[config.mk]
export PLATFORM = sky130hd
export DESIGN_NAME = std_bypass_responder
export DESIGN_NICKNAME = d
export VERILOG_FILES = /design/src/rtl/std_cache_pkg.sv /design/src/rtl/std_bypass_responder.sv
export SDC_FILE = /design/constraint.sdc
export NUM_CORES = 1
export LEC_CHECK = 0
export BUFFER_PORTS_ARGS = -buffer_cell sky130_fd_sc_hd__buf_2
export CORE_AREA = 2 2 172 174
export CTS_CLUSTER_DIAMETER = 30
export DETAILED_ROUTE_END_ITERATION = 8
export DIE_AREA = 0 0 174 176
export SKIP_LAST_GASP = 1
export SLEW_MARGIN = 20
export SYNTH_ARGS = -nofsm -noshare
export SYNTH_HDL_FRONTEND = slang
export SYNTH_SLANG_ARGS = --single-unit
export TNS_END_PERCENT = 20
[constraint.sdc]
create_clock -name clk_i -period 2.1 [get_ports clk_i]
set_input_delay 0.105 -clock clk_i [delete_from_list [all_inputs] [get_ports clk_i]]
set_output_delay 0.105 -clock clk_i [all_outputs]
set_load 0.01 [all_outputs]
[src/rtl/std_cache_pkg.sv]
// ============================================================================
// std_cache_pkg : shared bypass request/response types and responder FSM states
// Revision      : 1.0
// ============================================================================
`default_nettype none

package std_cache_pkg;

  localparam int BYPASS_ID_W = 4;

  typedef enum logic [1:0] {
    IDLE  = 2'd0,
    ISSUE = 2'd1,
    WAIT  = 2'd2,
    RESP  = 2'd3
  } bypass_state_e;

  typedef struct packed {
    logic                   req;
    logic [1:0]             reqtype;
    logic [3:0]             amo;
    logic [BYPASS_ID_W-1:0] id;
    logic [63:0]            addr;
    logic [63:0]            wdata;
    logic                   we;
    logic [7:0]             be;
    logic [1:0]             size;
  } bypass_req_t;

  typedef struct packed {
    logic        gnt;
    logic        valid;
    logic [63:0] rdata;
  } bypass_rsp_t;

endpackage

`default_nettype wire

[src/rtl/std_bypass_responder.sv]
// ============================================================================
// std_bypass_responder : single-outstanding bypass responder with watchdog
// Revision             : 1.0
// ============================================================================
`default_nettype none

module std_bypass_responder
  import std_cache_pkg::*;
#(
  parameter int unsigned TimeoutCycles = 1024,
  parameter int unsigned TimeoutW      = $clog2(TimeoutCycles + 1)
) (
  input  logic                   clk_i,
  input  logic                   rst_i,
  input  bypass_req_t            bypass_req_i,
  output bypass_rsp_t            bypass_rsp_o,
  output logic                   bypass_err_o,
  output logic                   mem_req_valid_o,
  input  logic                   mem_req_ready_i,
  output bypass_req_t            mem_req_o,
  input  logic                   mem_rsp_valid_i,
  input  logic [BYPASS_ID_W-1:0] mem_rsp_id_i,
  input  logic [63:0]            mem_rsp_rdata_i,
  input  logic                   mem_rsp_err_i,
  output logic                   busy_o,
  output logic                   id_mismatch_o
);

  // A disabled watchdog still needs a legal one-bit counter.
  localparam int unsigned CNT_W    = (TimeoutW < 1) ? 1 : TimeoutW;
  localparam logic [CNT_W-1:0] CNT_LAST = CNT_W'(TimeoutCycles - 1);
  localparam bit WDOG_EN = (TimeoutCycles != 0);

  bypass_state_e     state_q, state_d;
  bypass_req_t       req_q, req_d;
  logic [63:0]       rdata_q, rdata_d;
  logic              err_q, err_d;
  logic [CNT_W-1:0]  cnt_q, cnt_d;
  logic              id_mismatch_q, id_mismatch_d;

  logic gnt, rsp_valid, req_valid, rsp_hit, timeout;

  assign rsp_hit = mem_rsp_valid_i && (mem_rsp_id_i == req_q.id);
  assign timeout = WDOG_EN && (cnt_q == CNT_LAST);

  always_comb begin
    state_d       = state_q;
    req_d         = req_q;
    rdata_d       = rdata_q;
    err_d         = err_q;
    cnt_d         = cnt_q;
    id_mismatch_d = id_mismatch_q;
    gnt           = 1'b0;
    rsp_valid     = 1'b0;
    req_valid     = 1'b0;

    case (state_q)
      IDLE: begin
        gnt = bypass_req_i.req && !rst_i;
        if (bypass_req_i.req) begin
          req_d     = bypass_req_i;
          req_d.req = 1'b1;
          state_d   = ISSUE;
        end
      end
      ISSUE: begin
        req_valid = 1'b1;
        if (mem_req_ready_i) begin
          cnt_d   = '0;
          state_d = WAIT;
        end
      end
      WAIT: begin
        if (mem_rsp_valid_i && !rsp_hit) begin
          id_mismatch_d = 1'b1;
        end
        // A matching response beats a watchdog expiry in the same cycle.
        if (rsp_hit) begin
          rdata_d = mem_rsp_rdata_i;
          err_d   = mem_rsp_err_i;
          state_d = RESP;
        end else if (timeout) begin
          rdata_d = '1;
          err_d   = 1'b1;
          state_d = RESP;
        end else if (WDOG_EN) begin
          cnt_d = cnt_q + 1'b1;
        end
      end
      RESP: begin
        rsp_valid = 1'b1;
        state_d   = IDLE;
      end
      default: state_d = IDLE;
    endcase
  end

  always_ff @(posedge clk_i) begin
    if (rst_i) begin
      state_q       <= IDLE;
      req_q         <= '0;
      rdata_q       <= '0;
      err_q         <= 1'b0;
      cnt_q         <= '0;
      id_mismatch_q <= 1'b0;
    end else begin
      state_q       <= state_d;
      req_q         <= req_d;
      rdata_q       <= rdata_d;
      err_q         <= err_d;
      cnt_q         <= cnt_d;
      id_mismatch_q <= id_mismatch_d;
    end
  end

  assign bypass_rsp_o.gnt   = gnt;
  assign bypass_rsp_o.valid = rsp_valid;
  assign bypass_rsp_o.rdata = rsp_valid ? rdata_q : 64'd0;
  assign bypass_err_o       = rsp_valid & err_q;
  assign mem_req_valid_o    = req_valid;
  assign mem_req_o          = req_q;
  assign busy_o             = (state_q != IDLE);
  assign id_mismatch_o      = id_mismatch_q;

`ifndef SYNTHESIS
  always_ff @(posedge clk_i) begin
    if (!rst_i && state_q == ISSUE) begin
      assert (!mem_rsp_valid_i)
        else $error("backend response arrived before request handshake");
    end
  end
`endif

endmodule

`default_nettype wire

==> flow_summary_export.csv, run 1 <==
group,metric,value,unit
sta,finalCritPeriodShare,95.2,%
critical_path,r2r_setup_slack,0.19,ns
detailed_routing,drc,0,
global_route,grt_max_degree,93,
sta,slew_headroom,58.9,%
clock_tree,clock-root-buffer,"clkbuf_16",
synthesis,syn_inst,1118,
finish,final_common_cell,"buf_2",
placed_design,gp_congestion,0.813,
min_path,hold_end,"id_mismatch_o$_SDFFE_PP0P_",
detailed_routing,drt_first_pass_iters,5,
critical_path,arrival,1.89,ns
detailed_routing,totalWireLength,34200,µm
critical_path,r2r_end,"rdata_q[52]$_SDFFE_PP0P_",
floorplanning,coreArea,28500,µm²
floorplanning,ioPinCount,443,
placed_design,pre_cts_slack,0.248,ns
synthesis,netlist_area,8750,µm²
sta,worst_slew_pin_slew,0.616,ns
sta,final-max-slew-violation-count,0,
sta,clock_skew,0.0202,ns
clock_tree,htreeDepth,2,
global_route,antenna_found_initial,2,
synthesis,synth_ff_type,"dfxtp_1",
sta,finalWorstSetupSlack,0.101,ns
clock_tree,cts_buffers,54,
finish,nets,1983,
floorplanning,initial_core_util,30.6,%
global_route,overflow,0,
sta,rsz0062_at_grt,"yes",
pwr,vdd_drop_max,809,µV
min_path,hold_path.class,"input port to register",
critical_path,cp-start-kind,"register",
clock_tree,cts_sinks,229,
detailed_routing,ant_nets,0,
clock_tree,clockBufferDepth,3,
synthesis,synth_fp_nets,1346,
outcome,status,"finished clean",
sta,clock.fmax,0.500,GHz
critical_path,end_kind,"output port",
sta,finalHoldViolations,0,
floorplanning,die_w,174,µm
finish,area_delta_synth_final,75.6,%
sta,period_minus_slack,2.00,ns
sta,fin_setup_tns,0,ns
critical_path,crit_type,"register to output port",
sta,setup_viol,0,
finish,fin_area,15400,µm²
synthesis,yosysUniqueCellTypes,40,
sta,worst_hold_slack,0.0156,ns
floorplanning,die_y,176,µm
clock_tree,cts_tree,"yes",
flow_run,drv_cap,0,
synthesis,synth_area_per_cell,7.82,µm²
global_route,grt_pass1_vias,10100,
placed_design,port_buffers,442,
global_route,grtUsageTotal,21.0,%
pwr,p_leak,7.15,nW
floorplanning,die_area,30600,µm²
detailed_routing,wire_per_inst,15.7,µm
finish,final_cell_mix,"buf_2 (441), nand2_1 (305), dfxtp_1 (229), dlygate4sd3_1 (214), a21oi_1 (152)",
critical_path,r2r_start,"cnt_q[0]$_SDFFE_PP0P_",
min_path,hold_depth,2,
detailed_routing,via_count,10300,
critical_path,critPathMaxFanout,41,
critical_path,cp.required,2.00,ns
detailed_routing,drt_iter0_drc,583,
floorplanning,row_count,62,
placed_design,dpl_cell_area,11300,µm²
min_path,hp-start,"rst_i",
synthesis,seq_area_frac_synth,52.4,%
finish,drive_above_1_share,31.6,%
pwr,power.density,1130,nW/µm²
placed_design,dp_hpwl,21100,µm
synthesis,synth-seq-cells,229,
synthesis,yosysWarnings,0,
clock_tree,clk_latency,0.55,ns
clock_tree,cts.clk_slew.worst_paths,0.04,ns
global_route,grt_pass1_wl,52600,µm
detailed_routing,avgViaCountPerCell,4.70,
critical_path,reg2reg_depth,6,
synthesis,synth-edff-count,0,
synthesis,async_flop_share,0,%
power by group:
group	total, mW	switching (mW)	internal, mW
clock network	8.45	2.67	5.78
registers	5.22	0.290	4.93
logic	3.69	2.22	1.48
total	17.4	5.18	12.2
per-stage QoR:
step | total power [mW] | instances | util [%]
after floorplan | 7.11 | 1118 | -
after global placement | 8.54 | 1869 | 39.7
after detailed placement | 8.59 | 1869 | 39.7
after CTS | 17.4 | 2185 | 53.8
after global routing | 18.1 | 2186 | 53.8
final | 17.4 | 2187 | 53.8
state kept, by name, summed over array words and instances (netlist names):
name,flops
mem_req_o,150
rdata_q,64
cnt_q,11
state_q,2
err_q,1
id_mismatch_o,1
synth_stat cells (3+ instances only):
library cell | number | area, µm²
xnor2_1 | 4 | 35.0
buf_2 | 12 | 60.1
and2_1 | 68 | 425
clkbuf_1 | 65 | 244
o211ai_1 | 7 | 52.6
nor2_1 | 74 | 278
ha_1 | 5 | 62.6
inv_1 | 8 | 30.0
nand3_1 | 4 | 20.0
nand2_1 | 307 | 1150
and3_1 | 3 | 18.8
a21oi_1 | 152 | 761
nor3_1 | 130 | 651
o31ai_2 | 5 | 62.6
and4_1 | 3 | 26.3
dfxtp_1 | 229 | 4580
buf_1 | 10 | 37.5
o21ai_0 | 4 | 20.0
worst max path at each step:
stage,startpoint,endpoint,slack [ns],cells past startpoint
6_report,state_q[1]$_SDFFE_PP0P_,bypass_rsp_o[65],0.10,6
5_1_grt,state_q[0]$_SDFFE_PP0P_,bypass_rsp_o[65],-0.02,6
4_1_cts,state_q[1]$_SDFFE_PP0P_,bypass_err_o,0.04,4
3_5_place_dp,cnt_q[0]$_SDFFE_PP0P_,cnt_q[3]$_SDFFE_PP0P_,0.25,6
3_3_place_gp,cnt_q[0]$_SDFFE_PP0P_,cnt_q[9]$_SDFFE_PP0P_,0.27,6
2_1_floorplan,cnt_q[0]$_SDFFE_PP0P_,cnt_q[3]$_SDFFE_PP0P_,0.28,8
logic make-up (layout without fill, tap and decap cells):
logic type | count (synthesis) | after routing | synth area share (%)
XOR/XNOR | 4 | 4 | 0.400
adder cells (fa/ha/maj) | 5 | 5 | 0.715
AO/OA/AOI/OAI | 181 | 181 | 11.4
other | 0 | 2 | 0
multiplexers | 1 | 1 | 0.114
flip-flops | 229 | 229 | 52.4
buffers and inverters | 99 | 782 | 4.68
AND/OR/NAND/NOR | 599 | 599 | 30.3
final cells by class:
type | count | area (µm²)
clock buffers | 65 | 1450
diodes | 2 | 5.00
repair buffers | 672 | 4600
fillers | 2525 | 13200
inverters | 8 | 30.0
flip-flops and latches | 229 | 4580
multi-input cells | 790 | 3790
well taps | 384 | 480
clock inverters | 37 | 428
per-layer routing:
layer  wire [µm]  track usage (%)  vias up
li1            -                -     4966
met1       13300             23.6     4764
met2       16900             37.1      482
met3        2720             6.01       70
met4        1220             9.00        0
met5           0                0        -
critical path, cell delays in order (launching register included):
cell     delay (ns)
dfxtp_1        0.33
inv_1          0.09
ha_2           0.27
nand2_8        0.15
buf_12         0.21
nor2_1         0.12
buf_2          0.14
what timing repair did:
| action | CTS | global route |
|---|---|---|
| resized for setup | 2 | 1 |
| setup endpoints to repair | 1 | 34 |
| hold endpoints to repair | 214 | 0 |
| hold buffers | 214 | 0 |
| setup buffers | 0 | 0 |
(Power assumes the default switching activity.)
==> run 2: changes to the inputs <==
- RECOVER_POWER: unset -> 25
==> run 2 against run 1 <==
Against the previous run:
- hold slack got worse by 0.00051 ns
- global-route usage stayed put
- via count fell by 0.25%
- final cell count stayed put
- final area is 0.91% lower
- largest cell class is now registers
- clock skew decreased by 0.0025 ns
==> flow_summary_export.csv, run 2 (same netlist as run 1, synthesis figures left out) <==
group,metric,value,unit
clock_tree,clk_latency,0.55,ns
pwr,p_seq_share,30.3,%
critical_path,cpPeakStageDelay,0.33,ns
flow_run,drv_cap,0,
clock_tree,clockBufferDepth,3,
detailed_routing,routed.top_layer,"met4",
detailed_routing,wire_per_inst,15.6,µm
critical_path,end_kind,"output port",
floorplanning,die_area,30600,µm²
critical_path,critPathMaxFanout,41,
global_route,grt_pass1_wl,52600,µm
finish,final_cell_mix,"buf_2 (329), nand2_1 (305), dfxtp_1 (229), dlygate4sd3_1 (214), a21oi_1 (152)",
critical_path,cp-start-kind,"register",
placed_design,dp_hpwl,21100,µm
finish,nets,1983,
pwr,power,17.3,mW
sta,clock.fmax,0.502,GHz
floorplanning,initial_core_util,30.6,%
detailed_routing,drt_iter0_drc,613,
detailed_routing,ant_nets,0,
critical_path,cp_slowest_cell,"dfxtp_1",
global_route,grt_pass1_vias,10100,
finish,nFillCells,2580,
pwr,pwr-share-clk,48.9,%
sta,final-max-slew-violation-count,0,
floorplanning,ioPinCount,443,
clock_tree,htreeDepth,2,
finish,largest_reg_flops,150,
clock_tree,cts_tree,"yes",
placed_design,gp_congestion,0.813,
sta,finalCritPeriodShare,94.8,%
critical_path,cp.required,2.00,ns
pwr,p_int,12.1,mW
detailed_routing,wl_met2,17000,µm
sta,finalWorstSetupSlack,0.109,ns
clock_tree,cts_buffers,54,
floorplanning,die_y,176,µm
sta,clock_skew,0.0177,ns
placed_design,port_buffers,442,
critical_path,cp_cell_sequence,"inv_1, ha_2, nand2_8, buf_12, nor2_1, buf_2",
clock_tree,cts.clk_slew.worst_paths,0.04,ns
sta,slew_headroom,59.3,%
detailed_routing,drt_first_pass_iters,5,
critical_path,path_delay_family,"buffers and inverters",
pwr,comb_power_share,20.8,%
sta,setup_viol,0,
pwr,p_switching,5.17,mW
floorplanning,die_w,174,µm
clock_tree,cts_sinks,229,
detailed_routing,via_count,10300,
critical_path,crit_type,"register to output port",
sta,period_minus_slack,1.99,ns
global_route,grt_max_degree,93,
clock_tree,clock-root-buffer,"clkbuf_16",
pwr,power.density,1130,nW/µm²
pwr,p_leak,6.70,nW
floorplanning,row_count,62,
outcome,status,"finished clean",
finish,area_delta_synth_final,74.0,%
global_route,overflow,0,
finish,final_common_cell,"buf_2",
global_route,grtUsageTotal,21.0,%
finish,drive_above_1_share,25.4,%
detailed_routing,routed-wl-met3,2740,µm
sta,rsz0062_at_grt,"yes",
floorplanning,coreArea,28500,µm²
placed_design,pre_cts_slack,0.248,ns
min_path,hold_path.class,"input port to register",
sta,worst_slew_pin_slew,0.610,ns
detailed_routing,avgViaCountPerCell,4.69,
global_route,antenna_found_initial,2,
placed_design,dpl_cell_area,11300,µm²
sta,finalHoldViolations,0,
detailed_routing,drc,0,
detailed_routing,wl_met1,13200,µm
pwr,sw_frac_of_total,30.0,%
critical_path,critical_path_buf_inv_count,3,
critical_path,arrival,1.89,ns
finish,fin_area,15200,µm²
sta,worst_hold_slack,0.0151,ns
detailed_routing,totalWireLength,34200,µm
pwr,vdd_drop_max,812,µV
[run 2: cell types whose count changed in the layout (fill, tap and decap cells not counted)]
cell | before | now
buf_2 | 441 | 329
clkbuf_1 | 5 | 117
[run 2: timing repair]
action                                  CTS  global route
hold buffers                            214             0
endpoints found under the hold margin   214             0
gates resized for setup                   2             1
endpoints found under the setup margin    1            34
setup buffers                             0             0
[run 2: path summary, 6_finish.rpt]
| path | startpoint | end | slack [ns] | cells past startpoint |
|---|---|---|---|---|
| worst min register to register | mem_req_o[0]$_SDFFE_PP0P_ | mem_req_o[0]$_SDFFE_PP0P_ | 0.45 | 2 |
| worst max-delay path | state_q[1]$_SDFFE_PP0P_ | bypass_rsp_o[65] | 0.11 | 6 |
| worst min-delay path | rst_i | id_mismatch_o$_SDFFE_PP0P_ | 0.02 | 2 |
| worst max register to register | cnt_q[0]$_SDFFE_PP0P_ | rdata_q[52]$_SDFFE_PP0P_ | 0.18 | 6 |
[run 2: metal layers]
metal | vias up | GRT usage (%)
met4 | 0 | 9.00
met1 | 4722 | 23.6
met3 | 75 | 6.01
met2 | 489 | 37.1
li1 | 4970 | -
met5 | - | 0
[run 2: worst reg2reg max path, stage by stage, from the launching register on]
cell and delay, ns:
dfxtp_1 0.37, ha_1 0.24, and3_1 0.31, and4_2 0.31
buf_12 0.28, nor3_1 0.15, nor3_1 0.18
[run 2: per-stage QoR]
stage | setup TNS (ns) | instances | util [%]
3_5_place_dp | 0 | 1869 | 39.7
6_report | 0 | 2187 | 53.3
4_1_cts | 0 | 2185 | 53.8
5_1_grt | -0.0173 | 2186 | 53.3
2_1_floorplan | 0 | 1118 | -
3_3_place_gp | 0 | 1869 | 39.7
[run 2: cell type report]
type,count,area (µm²),area share (%)
repair buffers,672,4460,29.3
clock buffers,65,1450,9.54
flip-flops and latches,229,4580,30.1
clock inverters,37,428,2.81
well taps,384,480,3.16
inverters,8,30.0,0.197
multi-input cells,790,3790,24.9
diodes,2,5.00,0.0329
[run 2: power groups by stage]
| stage | Clock [mW] | Sequential (mW) | Combinational (mW) |
|---|---|---|---|
| after floorplan | 0 | 5.52 | 1.59 |
| after global placement | 0 | 5.25 | 3.29 |
| after detailed placement | 0 | 5.28 | 3.31 |
| after CTS | 8.55 | 5.20 | 3.67 |
| after global routing | 8.82 | 5.29 | 3.93 |
| final | 8.45 | 5.23 | 3.58 |
==> run 3: changes to the inputs <==
==> constraint.sdc (replaced) <==
create_clock -name clk_i -period 2.1 [get_ports clk_i]
set_input_delay 0.105 -clock clk_i [delete_from_list [all_inputs] [get_ports clk_i]]
set_output_delay 0.105 -clock clk_i [all_outputs]
set_load 0.1 [all_outputs]
==> run 3 against run 2 <==
Against the previous run:
- setup slack got worse by 0.091 ns
- power up 24%
- global-route usage is 1.4 points higher
- highest routed layer unchanged
- combinational power grew 110%
- register-to-register slack lost 0.08 ns
==> flow_summary_export.csv, run 3 (same netlist as run 1, synthesis figures left out) <==
group,metric,value,unit
outcome,status,"finished clean",
pwr,p_switching,8.89,mW
global_route,grt_max_degree,79,
global_route,antenna_found_initial,0,
floorplanning,coreArea,28500,µm²
finish,drive_above_1_share,31.5,%
critical_path,cp_slowest_cell,"dfxtp_1",
placed_design,dpl_cell_area,12400,µm²
critical_path,reg2reg_depth,8,
clock_tree,clk_latency,0.56,ns
pwr,p_leak,7.36,nW
sta,finalHoldViolations,0,
floorplanning,row_count,62,
critical_path,cp_cell_sequence,"ha_2, buf_12, and2_1, buf_12",
placed_design,dp_hpwl,22000,µm
critical_path,r2r_end,"mem_req_o[129]$_SDFFE_PP0P_",
finish,area_delta_synth_final,89.8,%
placed_design,gp_congestion,0.840,
clock_tree,cts_buffers,58,
sta,setup_viol,0,
critical_path,crit_path_frequent_cell,"buf_12",
global_route,grtUsageTotal,22.4,%
detailed_routing,avgViaCountPerCell,4.75,
sta,worst_hold_slack,0.0409,ns
clock_tree,clockBufferDepth,3,
pwr,pwr-share-clk,40.2,%
clock_tree,cts_sinks,229,
detailed_routing,totalWireLength,36300,µm
min_path,hold_depth,4,
detailed_routing,drt_first_pass_iters,4,
critical_path,cp.required,2.00,ns
detailed_routing,drc,0,
global_route,grt_pass1_wl,55600,µm
finish,antenna_cells,0,
finish,nets,2004,
clock_tree,clock-root-buffer,"clkbuf_16",
min_path,hold_path.class,"input port to register",
min_path,hp-start,"bypass_req_i[149]",
pwr,p_seq_share,24.6,%
pwr,p_int,12.5,mW
floorplanning,die_y,176,µm
clock_tree,cts.clk_slew.worst_paths,0.04,ns
floorplanning,ioPinCount,443,
pwr,vdd_drop_max,1050,µV
finish,final_cell_mix,"nand2_1 (305), buf_2 (279), dfxtp_1 (225), dlygate4sd3_1 (217), a21oi_1 (152)",
sta,final-max-slew-violation-count,0,
critical_path,end_kind,"output port",
global_route,grt_pass1_vias,10600,
critical_path,r2r_start,"state_q[1]$_SDFFE_PP0P_",
pwr,sw_frac_of_total,41.6,%
critical_path,critPathMaxFanout,29,
sta,rsz0062_at_grt,"yes",
sta,slew_headroom,19.9,%
sta,clock.fmax,0.480,GHz
sta,clock_skew,0.0246,ns
critical_path,r2r_setup_slack,0.10,ns
critical_path,arrival,1.98,ns
flow_run,drv_cap,0,
detailed_routing,ant_nets,0,
floorplanning,die_area,30600,µm²
critical_path,crit_type,"register to output port",
detailed_routing,drt_iter0_drc,552,
clock_tree,cts_tree,"yes",
finish,nFillCells,2320,
clock_tree,htreeDepth,2,
pwr,power.density,1290,nW/µm²
critical_path,cpPeakStageDelay,0.38,ns
finish,fin_area,16600,µm²
sta,worst_slew_pin_slew,1.21,ns
pwr,comb_power_share,35.2,%
detailed_routing,via_count,10500,
finish,largest_reg_flops,150,
sta,period_minus_slack,2.08,ns
critical_path,cp-start-kind,"register",
sta,finalCritPeriodShare,99.1,%
floorplanning,initial_core_util,30.6,%
detailed_routing,wire_per_inst,16.5,µm
global_route,overflow,0,
pwr,power,21.4,mW
finish,final_common_cell,"nand2_1",
floorplanning,die_w,174,µm
placed_design,port_buffers,442,
min_path,hold_end,"mem_req_o[140]$_SDFFE_PP0P_",
## run 3: changes by cell type in the layout (fill, tap and decap cells not counted), sizes merged
cell / delta
buf: +30
clkinvlp: -6
bufinv: -3
dlygate4sd3: +3
diode: -2
clkinv: -1
## run 3: how the worst max path moves through the flow
stage	cells past startpoint	to	slack (ns)	startpoint
6_report	4	bypass_rsp_o[40]	0.02	state_q[1]$_SDFFE_PP0P_
5_1_grt	4	bypass_rsp_o[40]	-0.06	state_q[1]$_SDFFE_PP0P_
4_1_cts	4	bypass_rsp_o[40]	-0.02	state_q[1]$_SDFFE_PP0P_
3_5_place_dp	6	cnt_q[9]$_SDFFE_PP0P_	0.23	cnt_q[0]$_SDFFE_PP0P_
3_3_place_gp	6	cnt_q[9]$_SDFFE_PP0P_	0.30	cnt_q[0]$_SDFFE_PP0P_
2_1_floorplan	6	state_q[1]$_SDFFE_PP0P_	0.06	state_q[0]$_SDFFE_PP0P_
## run 3: critical path, delay by kind of cell, from the launching register on
family        cells  cell delay (ns)
buf+inv           2             0.41
flops             1             0.38
fa+ha+maj         1             0.37
simple gates      1             0.25
## run 3: stage by stage
stage | TNS, ns | setup WS, ns | util, % | cells
detailed placement | 0 | 0.231 | 43.6 | 1879
global placement | 0 | 0.305 | 43.6 | 1879
finish | 0 | 0.0180 | 58.2 | 2208
floorplan | 0 | 0.0636 | - | 1118
CTS | -0.0335 | -0.0218 | 58.0 | 2204
global route | -1.02 | -0.0649 | 58.2 | 2208
## run 3: what timing repair did
action / 4_1_cts / 5_1_grt
hold endpoints to repair: 215 / 0
endpoints found under the setup margin: 58 / 23
resized for setup: 3 / 2
hold buffers: 217 / 0
setup buffers: 0 / 2
pin swaps: 1 / 2
cloned: 0 / 2
## run 3: power by group through the flow
stage / combinational (mW) / clock [mW] / sequential, mW
2_1_floorplan: 1.81 / 0 / 8.98
3_3_place_gp: 6.98 / 0 / 5.26
3_5_place_dp: 7.02 / 0 / 5.28
4_1_cts: 7.37 / 8.68 / 5.22
5_1_grt: 7.86 / 8.95 / 5.31
6_report: 7.52 / 8.58 / 5.25
## run 3: cell type report
| type | count | area [µm²] | share of cell area [%] |
|---|---|---|---|
| timing repair buffer | 689 | 5780 | 34.8 |
| sequential | 229 | 4590 | 27.6 |
| clock inverter | 27 | 269 | 1.62 |
| tap | 384 | 480 | 2.89 |
| inverter | 8 | 30.0 | 0.181 |
| multi-input combinational | 790 | 3790 | 22.8 |
| clock buffer | 81 | 1670 | 10.0 |
## run 3: routing by layer
metal / global-route usage [%] / part of all wire, % / vias to the layer above
met4: 13.1 / 5.4 / 0
li1: - / - / 5016
met2: 38.2 / 48 / 507
met1: 25.2 / 38 / 4868
met3: 5.99 / 8.0 / 107
met5: 0 / 0 / -
